**config.mk**
```make
export PLATFORM = sky130hd
export DESIGN_NAME = eth_tx_frame_arbiter
export DESIGN_NICKNAME = d
export VERILOG_FILES = /design/src/rtl/eth_tx_arb_pkg.sv /design/src/rtl/eth_rr_pick.sv /design/src/rtl/eth_tx_frame_arbiter.sv
export SDC_FILE = /design/constraint.sdc
export NUM_CORES = 1
export LEC_CHECK = 0
export BUFFER_PORTS_ARGS = -buffer_cell sky130_fd_sc_hd__buf_2
export CAP_MARGIN = 30
export CORE_MARGIN = 2
export CORE_UTILIZATION = 48
export CTS_BUF_LIST = sky130_fd_sc_hd__clkbuf_2 sky130_fd_sc_hd__clkbuf_4 sky130_fd_sc_hd__clkbuf_8
export DETAILED_ROUTE_END_ITERATION = 7
export PLACE_DENSITY = 0.68
export SYNTH_ARGS = -nofsm -noshare
export SYNTH_HDL_FRONTEND = slang
export SYNTH_SLANG_ARGS = --single-unit
```
**constraint.sdc**
```tcl
create_clock -name clk -period 2.7 [get_ports clk]
set_input_delay 0.27 -clock clk [delete_from_list [all_inputs] [get_ports clk]]
set_output_delay 0.27 -clock clk [all_outputs]
set_load 0.05 [all_outputs]
```
**src/rtl/eth_tx_arb_pkg.sv**
```systemverilog
`default_nettype none
// ============================================================================
// eth_tx_arb_pkg : shared types, constants and helpers for the TX frame arbiter
// Rev 1.0
// ============================================================================
package eth_tx_arb_pkg;

  typedef enum logic [2:0] {
    ST_IDLE  = 3'd0,
    ST_GRANT = 3'd1,
    ST_XFER  = 3'd2,
    ST_DROP  = 3'd3,
    ST_GAP   = 3'd4
  } arb_state_e;

  localparam int C_BYTE_CNT_W = 11;
  localparam int C_GAP_CNT_W  = 16;

  // 100M nibble mode needs two clock cycles per byte-time.
  function automatic logic [C_GAP_CNT_W-1:0] gap_cycles(input int gap_bytes, input logic mode);
    logic [C_GAP_CNT_W-1:0] v;
    v = C_GAP_CNT_W'(gap_bytes);
    return mode ? v : (v << 1);
  endfunction

endpackage
`default_nettype wire

```
**src/rtl/eth_rr_pick.sv**
```systemverilog
`default_nettype none
// ============================================================================
// eth_rr_pick : combinational round-robin picker, first requester at/after i_ptr
// Rev 1.0
// ============================================================================
module eth_rr_pick #(
  parameter int NUM_REQ = 2,
  parameter int IDX_W   = (NUM_REQ > 1) ? $clog2(NUM_REQ) : 1
) (
  input  logic [NUM_REQ-1:0] i_req,
  input  logic [IDX_W-1:0]   i_ptr,
  output logic [NUM_REQ-1:0] o_grant,
  output logic [IDX_W-1:0]   o_idx,
  output logic               o_any
);

  logic [IDX_W:0]   w_sum;
  logic [IDX_W-1:0] w_sel;

  // Scan from the farthest offset down so the closest match to the pointer wins.
  always_comb begin
    o_grant = '0;
    o_idx   = '0;
    o_any   = 1'b0;
    w_sum   = '0;
    w_sel   = '0;
    for (int k = NUM_REQ - 1; k >= 0; k--) begin
      w_sum = {1'b0, i_ptr} + (IDX_W + 1)'(k);
      if (w_sum >= (IDX_W + 1)'(NUM_REQ)) begin
        w_sum = w_sum - (IDX_W + 1)'(NUM_REQ);
      end
      w_sel = w_sum[IDX_W-1:0];
      if (i_req[w_sel]) begin
        o_grant = NUM_REQ'(1) << w_sel;
        o_idx   = w_sel;
        o_any   = 1'b1;
      end
    end
  end

endmodule
`default_nettype wire

```
**src/rtl/eth_tx_frame_arbiter.sv**
```systemverilog
`default_nettype none
// ============================================================================
// eth_tx_frame_arbiter : shares one L2 TX path between NUM_SRC frame sources
// Build option: ETH_ARB_STRICT_PRIO_EN selects fixed priority (index 0 highest)
// Rev 1.0
// ============================================================================
module eth_tx_frame_arbiter
  import eth_tx_arb_pkg::*;
#(
  parameter int NUM_SRC         = 2,
  parameter int GAP_BYTES       = 24,
  parameter int MAX_FRAME_BYTES = 1518,
  parameter int GRANT_TIMEOUT   = 64
) (
  input  logic                 clk,
  input  logic                 rst_n,
  input  logic                 i_link_up,
  input  logic                 i_mode,
  input  logic [NUM_SRC-1:0]   i_req_in,
  output logic [NUM_SRC-1:0]   o_req_confirm,
  input  logic [NUM_SRC-1:0]   i_val_in,
  input  logic [NUM_SRC-1:0]   i_sof_in,
  input  logic [NUM_SRC-1:0]   i_eof_in,
  input  logic [8*NUM_SRC-1:0] i_data_in,
  output logic                 o_val_out,
  output logic                 o_sof_out,
  output logic                 o_eof_out,
  output logic [7:0]           o_data_out,
  output logic                 o_busy,
  output logic                 o_err_pulse
);

  localparam int IDX_W = $clog2(NUM_SRC);
  localparam int TMR_W = $clog2(GRANT_TIMEOUT + 1);
  localparam logic [C_BYTE_CNT_W-1:0] C_MAX_BYTES = C_BYTE_CNT_W'(MAX_FRAME_BYTES);

  arb_state_e              r_state, w_state_n;
  logic                    r_link_meta, r_link_sync;
  logic [IDX_W-1:0]        r_gnt_idx, w_gnt_n;
  logic [TMR_W-1:0]        r_tmr, w_tmr_n;
  logic [C_BYTE_CNT_W-1:0] r_cnt, w_cnt_n, w_cnt_inc;
  logic [C_GAP_CNT_W-1:0]  r_gap, w_gap_n;
  logic [NUM_SRC-1:0]      r_req_confirm, w_conf_n;
  logic                    r_val, r_sof, r_eof, r_err;
  logic                    w_val_n, w_sof_n, w_eof_n, w_err_n;
  logic [7:0]              r_data, w_data_n;

  logic [NUM_SRC-1:0]      w_pick_gnt;
  logic [IDX_W-1:0]        w_pick_idx, w_pick_ptr;
  logic                    w_pick_any;
  logic                    w_gap_done;
  logic                    w_g_val, w_g_sof, w_g_eof;
  logic [7:0]              w_g_data;
  logic [7:0]              w_data_arr [NUM_SRC];

  for (genvar gi = 0; gi < NUM_SRC; gi++) begin : g_unpack
    assign w_data_arr[gi] = i_data_in[8*gi +: 8];
  end

  assign w_g_val    = i_val_in[r_gnt_idx];
  assign w_g_sof    = i_sof_in[r_gnt_idx];
  assign w_g_eof    = i_eof_in[r_gnt_idx];
  assign w_g_data   = w_data_arr[r_gnt_idx];
  assign w_gap_done = (r_gap <= C_GAP_CNT_W'(1));
  assign w_cnt_inc  = (r_cnt == '1) ? r_cnt : r_cnt + 1'b1;

`ifdef ETH_ARB_STRICT_PRIO_EN
  assign w_pick_ptr = '0;
`else
  logic [IDX_W-1:0] r_ptr, w_ptr_adv;

  assign w_ptr_adv = (r_gnt_idx == IDX_W'(NUM_SRC - 1)) ? '0 : r_gnt_idx + 1'b1;
  // A grant issued straight out of GAP must already see the advanced pointer.
  assign w_pick_ptr = (r_state == ST_GAP) ? w_ptr_adv : r_ptr;

  always_ff @(posedge clk or negedge rst_n) begin
    if (!rst_n) begin
      r_ptr <= '0;
    end else if (r_state == ST_GAP && w_gap_done) begin
      r_ptr <= w_ptr_adv;
    end
  end
`endif

  eth_rr_pick #(
    .NUM_REQ (NUM_SRC),
    .IDX_W   (IDX_W)
  ) u_pick (
    .i_req   (i_req_in),
    .i_ptr   (w_pick_ptr),
    .o_grant (w_pick_gnt),
    .o_idx   (w_pick_idx),
    .o_any   (w_pick_any)
  );

  always_comb begin
    w_state_n = r_state;
    w_gnt_n   = r_gnt_idx;
    w_tmr_n   = r_tmr;
    w_cnt_n   = r_cnt;
    w_gap_n   = r_gap;
    w_conf_n  = '0;
    w_val_n   = 1'b0;
    w_sof_n   = 1'b0;
    w_eof_n   = 1'b0;
    w_data_n  = '0;
    w_err_n   = 1'b0;
    case (r_state)
      ST_IDLE: begin
        if (r_link_sync && w_pick_any) begin
          w_conf_n  = w_pick_gnt;
          w_gnt_n   = w_pick_idx;
          w_tmr_n   = '0;
          w_state_n = ST_GRANT;
        end
      end
      ST_GRANT: begin
        if (!r_link_sync) begin
          w_gap_n   = gap_cycles(GAP_BYTES, i_mode);
          w_state_n = ST_GAP;
        end else if (w_g_val && w_g_sof) begin
          w_val_n  = 1'b1;
          w_sof_n  = 1'b1;
          w_data_n = w_g_data;
          w_cnt_n  = C_BYTE_CNT_W'(1);
          if (w_g_eof) begin
            w_eof_n   = 1'b1;
            w_gap_n   = gap_cycles(GAP_BYTES, i_mode);
            w_state_n = ST_GAP;
          end else if (MAX_FRAME_BYTES <= 1) begin
            w_eof_n   = 1'b1;
            w_err_n   = 1'b1;
            w_state_n = ST_DROP;
          end else begin
            w_state_n = ST_XFER;
          end
        end else if (r_tmr == TMR_W'(GRANT_TIMEOUT - 1)) begin
          w_err_n   = 1'b1;
          w_gap_n   = gap_cycles(GAP_BYTES, i_mode);
          w_state_n = ST_GAP;
        end else begin
          w_tmr_n = r_tmr + 1'b1;
        end
      end
      ST_XFER: begin
        if (w_g_val) begin
          w_val_n  = 1'b1;
          w_data_n = w_g_data;
          w_cnt_n  = w_cnt_inc;
          if (w_g_eof) begin
            w_eof_n   = 1'b1;
            w_gap_n   = gap_cycles(GAP_BYTES, i_mode);
            w_state_n = ST_GAP;
          end else if (w_cnt_inc == C_MAX_BYTES) begin
            w_eof_n   = 1'b1;
            w_err_n   = 1'b1;
            w_state_n = ST_DROP;
          end
        end
      end
      ST_DROP: begin
        if (w_g_val && w_g_eof) begin
          w_gap_n   = gap_cycles(GAP_BYTES, i_mode);
          w_state_n = ST_GAP;
        end
      end
      ST_GAP: begin
        if (w_gap_done) begin
          if (r_link_sync && w_pick_any) begin
            w_conf_n  = w_pick_gnt;
            w_gnt_n   = w_pick_idx;
            w_tmr_n   = '0;
            w_state_n = ST_GRANT;
          end else begin
            w_state_n = ST_IDLE;
          end
        end else begin
          w_gap_n = r_gap - 1'b1;
        end
      end
      default: w_state_n = ST_IDLE;
    endcase
  end

  always_ff @(posedge clk or negedge rst_n) begin
    if (!rst_n) begin
      r_link_meta   <= 1'b0;
      r_link_sync   <= 1'b0;
      r_state       <= ST_IDLE;
      r_gnt_idx     <= '0;
      r_tmr         <= '0;
      r_cnt         <= '0;
      r_gap         <= '0;
      r_req_confirm <= '0;
      r_val         <= 1'b0;
      r_sof         <= 1'b0;
      r_eof         <= 1'b0;
      r_data        <= '0;
      r_err         <= 1'b0;
    end else begin
      r_link_meta   <= i_link_up;
      r_link_sync   <= r_link_meta;
      r_state       <= w_state_n;
      r_gnt_idx     <= w_gnt_n;
      r_tmr         <= w_tmr_n;
      r_cnt         <= w_cnt_n;
      r_gap         <= w_gap_n;
      r_req_confirm <= w_conf_n;
      r_val         <= w_val_n;
      r_sof         <= w_sof_n;
      r_eof         <= w_eof_n;
      r_data        <= w_data_n;
      r_err         <= w_err_n;
    end
  end

  assign o_req_confirm = r_req_confirm;
  assign o_val_out     = r_val;
  assign o_sof_out     = r_sof;
  assign o_eof_out     = r_eof;
  assign o_data_out    = r_data;
  assign o_err_pulse   = r_err;
  assign o_busy        = (r_state != ST_IDLE);

endmodule
`default_nettype wire

```
Word-level counts from Yosys, hierarchy flattened
Cells that the tools add are included.
{"block": "totals", "ff_bits": 55, "inputBits": 28, "out_inout_bits": 15, "wordCells": 147}
{"block": "op_classes", "n_addsub": 7, "magnitude_cmp": 7, "n_eq_ne": 18, "shifts": 2, "muxes": 83, "bitwise_logic": 1, "n_reduce_logical": 15}
{"cell": "2-to-1 mux 16 bit", "n": 7}
{"cell": "case mux 16 bit (4 select lines)", "n": 1}
{"cell": "2-to-1 mux 8 bit", "n": 6}
{"cell": "2-to-1 mux 11 bit", "n": 4}
{"cell": "2-to-1 mux 1 bit", "n": 36}
{"cell": "2-to-1 mux 7 bit", "n": 5}
{"cell": "2-to-1 mux 3 bit", "n": 10}
{"cell": "== test 11 bit (second input constant)", "n": 2}
{"cell": "case mux 11 bit (2 select lines)", "n": 1}
{"cell": "case mux 7 bit (3 select lines)", "n": 1}
{"cell": "!= test 2 bit (second input constant)", "n": 9}
{"cell": "<= comparator 16 x 1 -> 1 bit (second input constant)", "n": 1}
{"cell": "case mux 8 bit (2 select lines)", "n": 1}
{"cell": "subtractor 16 x 1 -> 16 bit (second input constant)", "n": 1}
{"cell": "case mux 3 bit (5 select lines)", "n": 1}
{"cell": "adder 11 x 1 -> 11 bit (second input constant)", "n": 1}
{"cell": "AND reduction 5 bit", "n": 2}
{"cell": "2-to-1 mux 2 bit", "n": 4}
{"cell": "case mux 1 bit (2 select lines)", "n": 4}
{"cell": "adder 7 x 1 -> 7 bit (second input constant)", "n": 1}
{"cell": "== test 7 x 6 -> 1 bit (second input constant)", "n": 1}
{"cell": "== test 3 x 2 -> 1 bit (second input constant)", "n": 2}
{"cell": "< comparator 1 x 2 -> 1 bit (second input constant)", "n": 3}
{"cell": "2-to-1 mux 6 bit", "n": 1}
{"cell": "20 further kinds", "n": 28}

Logic depth before layout (Yosys ltp)
{"block": "logic_depth", "depth_word": 14, "depth_mapped": 9, "ltp_nobuf": 8}

By module
A second synthesis with hierarchy kept.
{"block": "unflattened", "hier_cells": 350, "hier_area_um2": 3169.3}
{"module": "eth_tx_frame_arbiter", "instances": 1, "cells_each": 345, "area_per_inst_um2": 3136.8, "seq_area_each_um2": 1376.3}
{"module": "eth_rr_pick", "instances": 1, "cells_each": 5, "area_per_inst_um2": 32.5, "seq_area_each_um2": 0.0}

Worst setup path after synthesis
Ideal clock, no wire load.
{"block": "synth_path", "path_kind": "register -> register", "from": "register r_gap[0]", "to": "register r_gap[7]", "setup_ps": 137, "t_arrival_ps": 1924, "required_ps": 2563, "setup_slack_ps": 638, "path_stages_with_launch": 9, "n_path_buf": 0, "period_less_slack_ps": 2062, "cell_sequence": "dfrtp_1 inv_1 ha_1 o21bai_1 nor4_4 a21o_2 a21o_4 o41ai_1 o31ai_1"}
{"block": "synth_via", "elab_chain_cells": 3, "word_cells_on_any_way": 6, "cone_classes": "add/sub: 1; order compare: 1; eq/ne: 1; mux: 2; reduce/logical: 1"}
{"item": "start: declaration", "line": "eth_tx_frame_arbiter.sv:42", "text": "logic [C_GAP_CNT_W-1:0] r_gap, w_gap_n;"}
{"item": "start signal: assignment", "line": "eth_tx_frame_arbiter.sv:207", "text": "r_gap <= w_gap_n;"}
{"item": "subtractor 16 x 1 -> 16 bit / <= comparator 16 x 1 -> 1 bit (equally long branches)", "line": "eth_tx_frame_arbiter.sv:178, eth_tx_frame_arbiter.sv:64"}
{"item": "2-to-1 mux 16 bit / != test 2 bit (equally long branches)"}
{"item": "case mux 16 bit (4 select lines) / AND reduction 5 bit (equally long branches)"}
Parallel ways exist; a longest one is shown, timed or not. The select of a mux whose other input is x is not followed.
A chain may end at the register's enable or synchronous reset.

Worst setup path after layout
{"block": "layout_path", "from": "register r_gap[0]", "to": "register r_tmr[0]"}
{"block": "layout_via", "elab_chain_cells": 3}
{"item": "<= comparator 16 x 1 -> 1 bit", "line": "eth_tx_frame_arbiter.sv:64", "text": "assign w_gap_done = (r_gap <= C_GAP_CNT_W'(1));"}
{"item": "!= test 2 bit (no source line)"}
{"item": "AND reduction 5 bit (no source line)"}
{"item": "end signal: assignment", "line": "eth_tx_frame_arbiter.sv:205", "text": "r_tmr <= w_tmr_n;"}
{"item": "end: declaration", "line": "eth_tx_frame_arbiter.sv:40", "text": "logic [TMR_W-1:0] r_tmr, w_tmr_n;"}
Every way passes these cells.

==> results.txt <==
post-route clock period utilization = 86.93%
Worst IR Drop VDD = 0.0003571 V
net count after synthesis = 391
endpoint type of the worst setup path = register
via count = 2,854
routability congestion estimate = 0.9185
Crit Path Category = reg -> reg
Die Span Y = 85.72 um
failing checks = design-rule violations
detailed-route wire length = 7541 um
Post-synth top cells = 55 x dfrtp_1, 51 x nor2_1, 24 x a21oi_1, 24 x nand2_1, 21 x o21ai_0
die extent in x = 85.72 um
Synth Cell Area = 3206 um2
unrepaired setup endpoints after global routing = false
post-DR wirelength/cell = 15.84 um
Clock Sinks = 55
FP Rows = 29
die area = 7348 um2
Post-synth EDFFs = 0
Tmin final = 2347 ps
Clk Latency, worst-skew pair = 320 ps
multiplexer share of the synthesized area = 6.050%
top post-synthesis cells by area = dfrtp_1 43%, nor2_1 6.0%, mux2i_1 5.0%
critical path data arrival time = 2570 ps
CTS buffer count = 5
drc violations = 2
# port buffers = 42
Syn-to-layout area delta = 12.61%
Pleak = 1.672 nW
layout cells sized above 1 = 19.30%
complex-gate fraction of the synthesized area = 20.10%
Crit-path slowest cell = a21oi_1
CTS tree = built
top-count cell post-synth = dfrtp_1
first-pass iteration count of the detailed router = 6
CP peak stage delay = 460 ps
Synth area leader = dfrtp_1
adder-cell share of the synthesized area = 1.561%
xor and xnor area share after synthesis = 1.093%
gr usage total = 21.26%
flops & latches, synth = 55
Mean Syn Cell Area = 8.929 um2
top cell type's share of synthesized area = 42.94%
Worst Path Buf+Inv = 1
max-slew violation count = 0
min-delay worst type = in -> reg
Antenna Violating Nets Remaining = 0
Placed Instances = 467
ys flop type = dfrtp_1
DR iter-0 viols = 266
Initial Util = 49.91%
max_cap viols = 0
Yosys warning count = 0
gr ovfl total = 0
largest net degree at the start of global routing = 37
Pwr Density = 903.6 nW/um2
clock-pin transition on the worst setup and hold timing paths = 110 ps
CP top delay family = compound AO/OA/AOI/OAI gates
Core Region = 6422 um2
share of synthesized flip-flops with an asynchronous set or reset = 100.0%
CP startpoint kind = register
via/cell ratio = 5.996
I/O pins = 43
sequential share of the synthesized area = 42.94%
initial antenna violation count = 0
max_slew headroom = 40.74%
Hold Fails Final Rpt = 0
Layout Skew = 14.09 ps
Yosys cell types = 63
Max Freq = 0.4261 GHz
worst path required time = 2920 ps
CP cell instances = inv_1 -> ha_1 -> o21bai_1 -> nor4_4 -> nand2_1 -> a21oi_1 -> nor2_1 -> mux2_2
critical path fanouts, max = 7
CTS root buf = clkbuf_8
ant diodes = 0
# Post-CTS Setup Buffers = 0
Simple-Gate Fraction of Synth Area = 24.00%
HPWL after DPL = 5444 um
first-pass GRT wire length = 12,500 um
Non-Filler Instances = 476
Post-Synthesis Cells = 359
CTS Buffer Depth = 2
NumNets Final = 430
status = complete, but fails checks
Fin Setup TNS = 0 ps
largest family of logic cells by synthesized area = simple AND/OR/NAND/NOR gates
actual slew at the worst max-slew pin = 885.7 ps
# setup viols final = 0
vias in the first global route = 2,628
H-tree depth = 2
## routing by layer
| layer | share of wire, % | vias up | GRT usage (%) |
|---|---|---|---|
| met2 | 44 | 108 | 32.32 |
| met3 | 6.5 | 14 | 4.331 |
| met5 | 0 | - | 0 |
| met1 | 47 | 1325 | 30.35 |
| met4 | 2.1 | 0 | 7.359 |
| li1 | - | 1407 | - |
## report_power, final
group / switching [mW] / internal [mW]
sequential: 0.254 / 0.994
clock: 0.280 / 0.280
combinational: 0.898 / 0.556
## metrics by stage
step | hold WS [ps] | utilization [%] | instance area (um2) | power (mW) | worst slack (ps)
after floorplan | -25.59 | - | 3206 | 2.312 | 638.5
after global placement | 241.3 | 54.26 | 3485 | 2.666 | 452.0
after detailed placement | 240.0 | 54.26 | 3485 | 2.688 | 400.1
after CTS | 52.62 | 56.20 | 3610 | 3.261 | 373.4
after global routing | 44.74 | 56.20 | 3610 | 3.488 | 126.5
final | 63.01 | 56.20 | 3610 | 3.262 | 352.9
## path summary, 6_finish.rpt
kind | start | to | slack, ps | cells past startpoint
max in group asynchronous | rst_n | r_gap[3] | 1470 | 3
max reg2reg | r_gap[0] | r_tmr[0] | 350 | 8
min | i_link_up | r_link_meta | 60 | 1
min reg2reg | r_link_meta | r_link_sync | 360 | 0
max | r_gap[0] | r_tmr[0] | 350 | 8
min in group asynchronous | rst_n | r_tmr[4] | 410 | 2
## cells in the final DEF (no fill, tap or decap), types with 2 or more instances in the layout
master,instances
and3_1,7
a41oi_1,2
o211a_1,2
o21ai_1,4
nor3_2,2
nor2_1,51
o21bai_1,2
and4_1,4
a21oi_1,24
xor2_1,4
o21a_1,2
buf_2,42
buf_4,8
a32oi_1,2
or4_4,2
a22o_1,2
clkbuf_8,5
mux2i_1,16
ha_1,4
inv_1,13
nand4_1,8
o22ai_1,6
o211ai_1,2
a211oi_1,2
nor4_1,3
a21oi_2,2
or3_1,4
mux2_2,3
nand2b_1,3
nand2_1,24
o41ai_1,2
a41o_1,2
nor3_1,9
a31oi_1,10
o21ai_0,21
dfrtp_1,55
nand3_1,17
## final cells by class
| class | count | area, um2 |
|---|---|---|
| repair buffers | 51 | 280.3 |
| clock inverters | 3 | 46.29 |
| multi-input cells | 272 | 1693 |
| clock buffers | 5 | 68.82 |
| well taps | 77 | 96.34 |
| flip-flops and latches | 55 | 1376 |
| inverters | 13 | 48.80 |
| fillers | 581 | 2813 |
## repair_timing
item                      4_1_cts  5_1_grt
gates resized for setup         0        0
hold endpoints to repair       19        0
hold buffers                    1        0
## sequential cells by signal (all words and copies together) (netlist names)
signal,count
r_gap,16
r_cnt,11
o_data_out,8
r_tmr,7
r_state,3
o_req_confirm,2
o_eof_out,1
o_err_pulse,1
o_sof_out,1
o_val_out,1
r_gnt_idx,1
r_link_meta,1
r_link_sync,1
r_ptr,1
## cell families (layout without fill, tap and decap cells)
logic type,count (synthesis),count (layout)
compound gates,99,99
mux,19,19
fa+ha+maj,4,4
simple gates,146,146
flops,55,55
xor+xnor,4,4
buf+inv,32,72
Power figures use the tool's default switching activity.
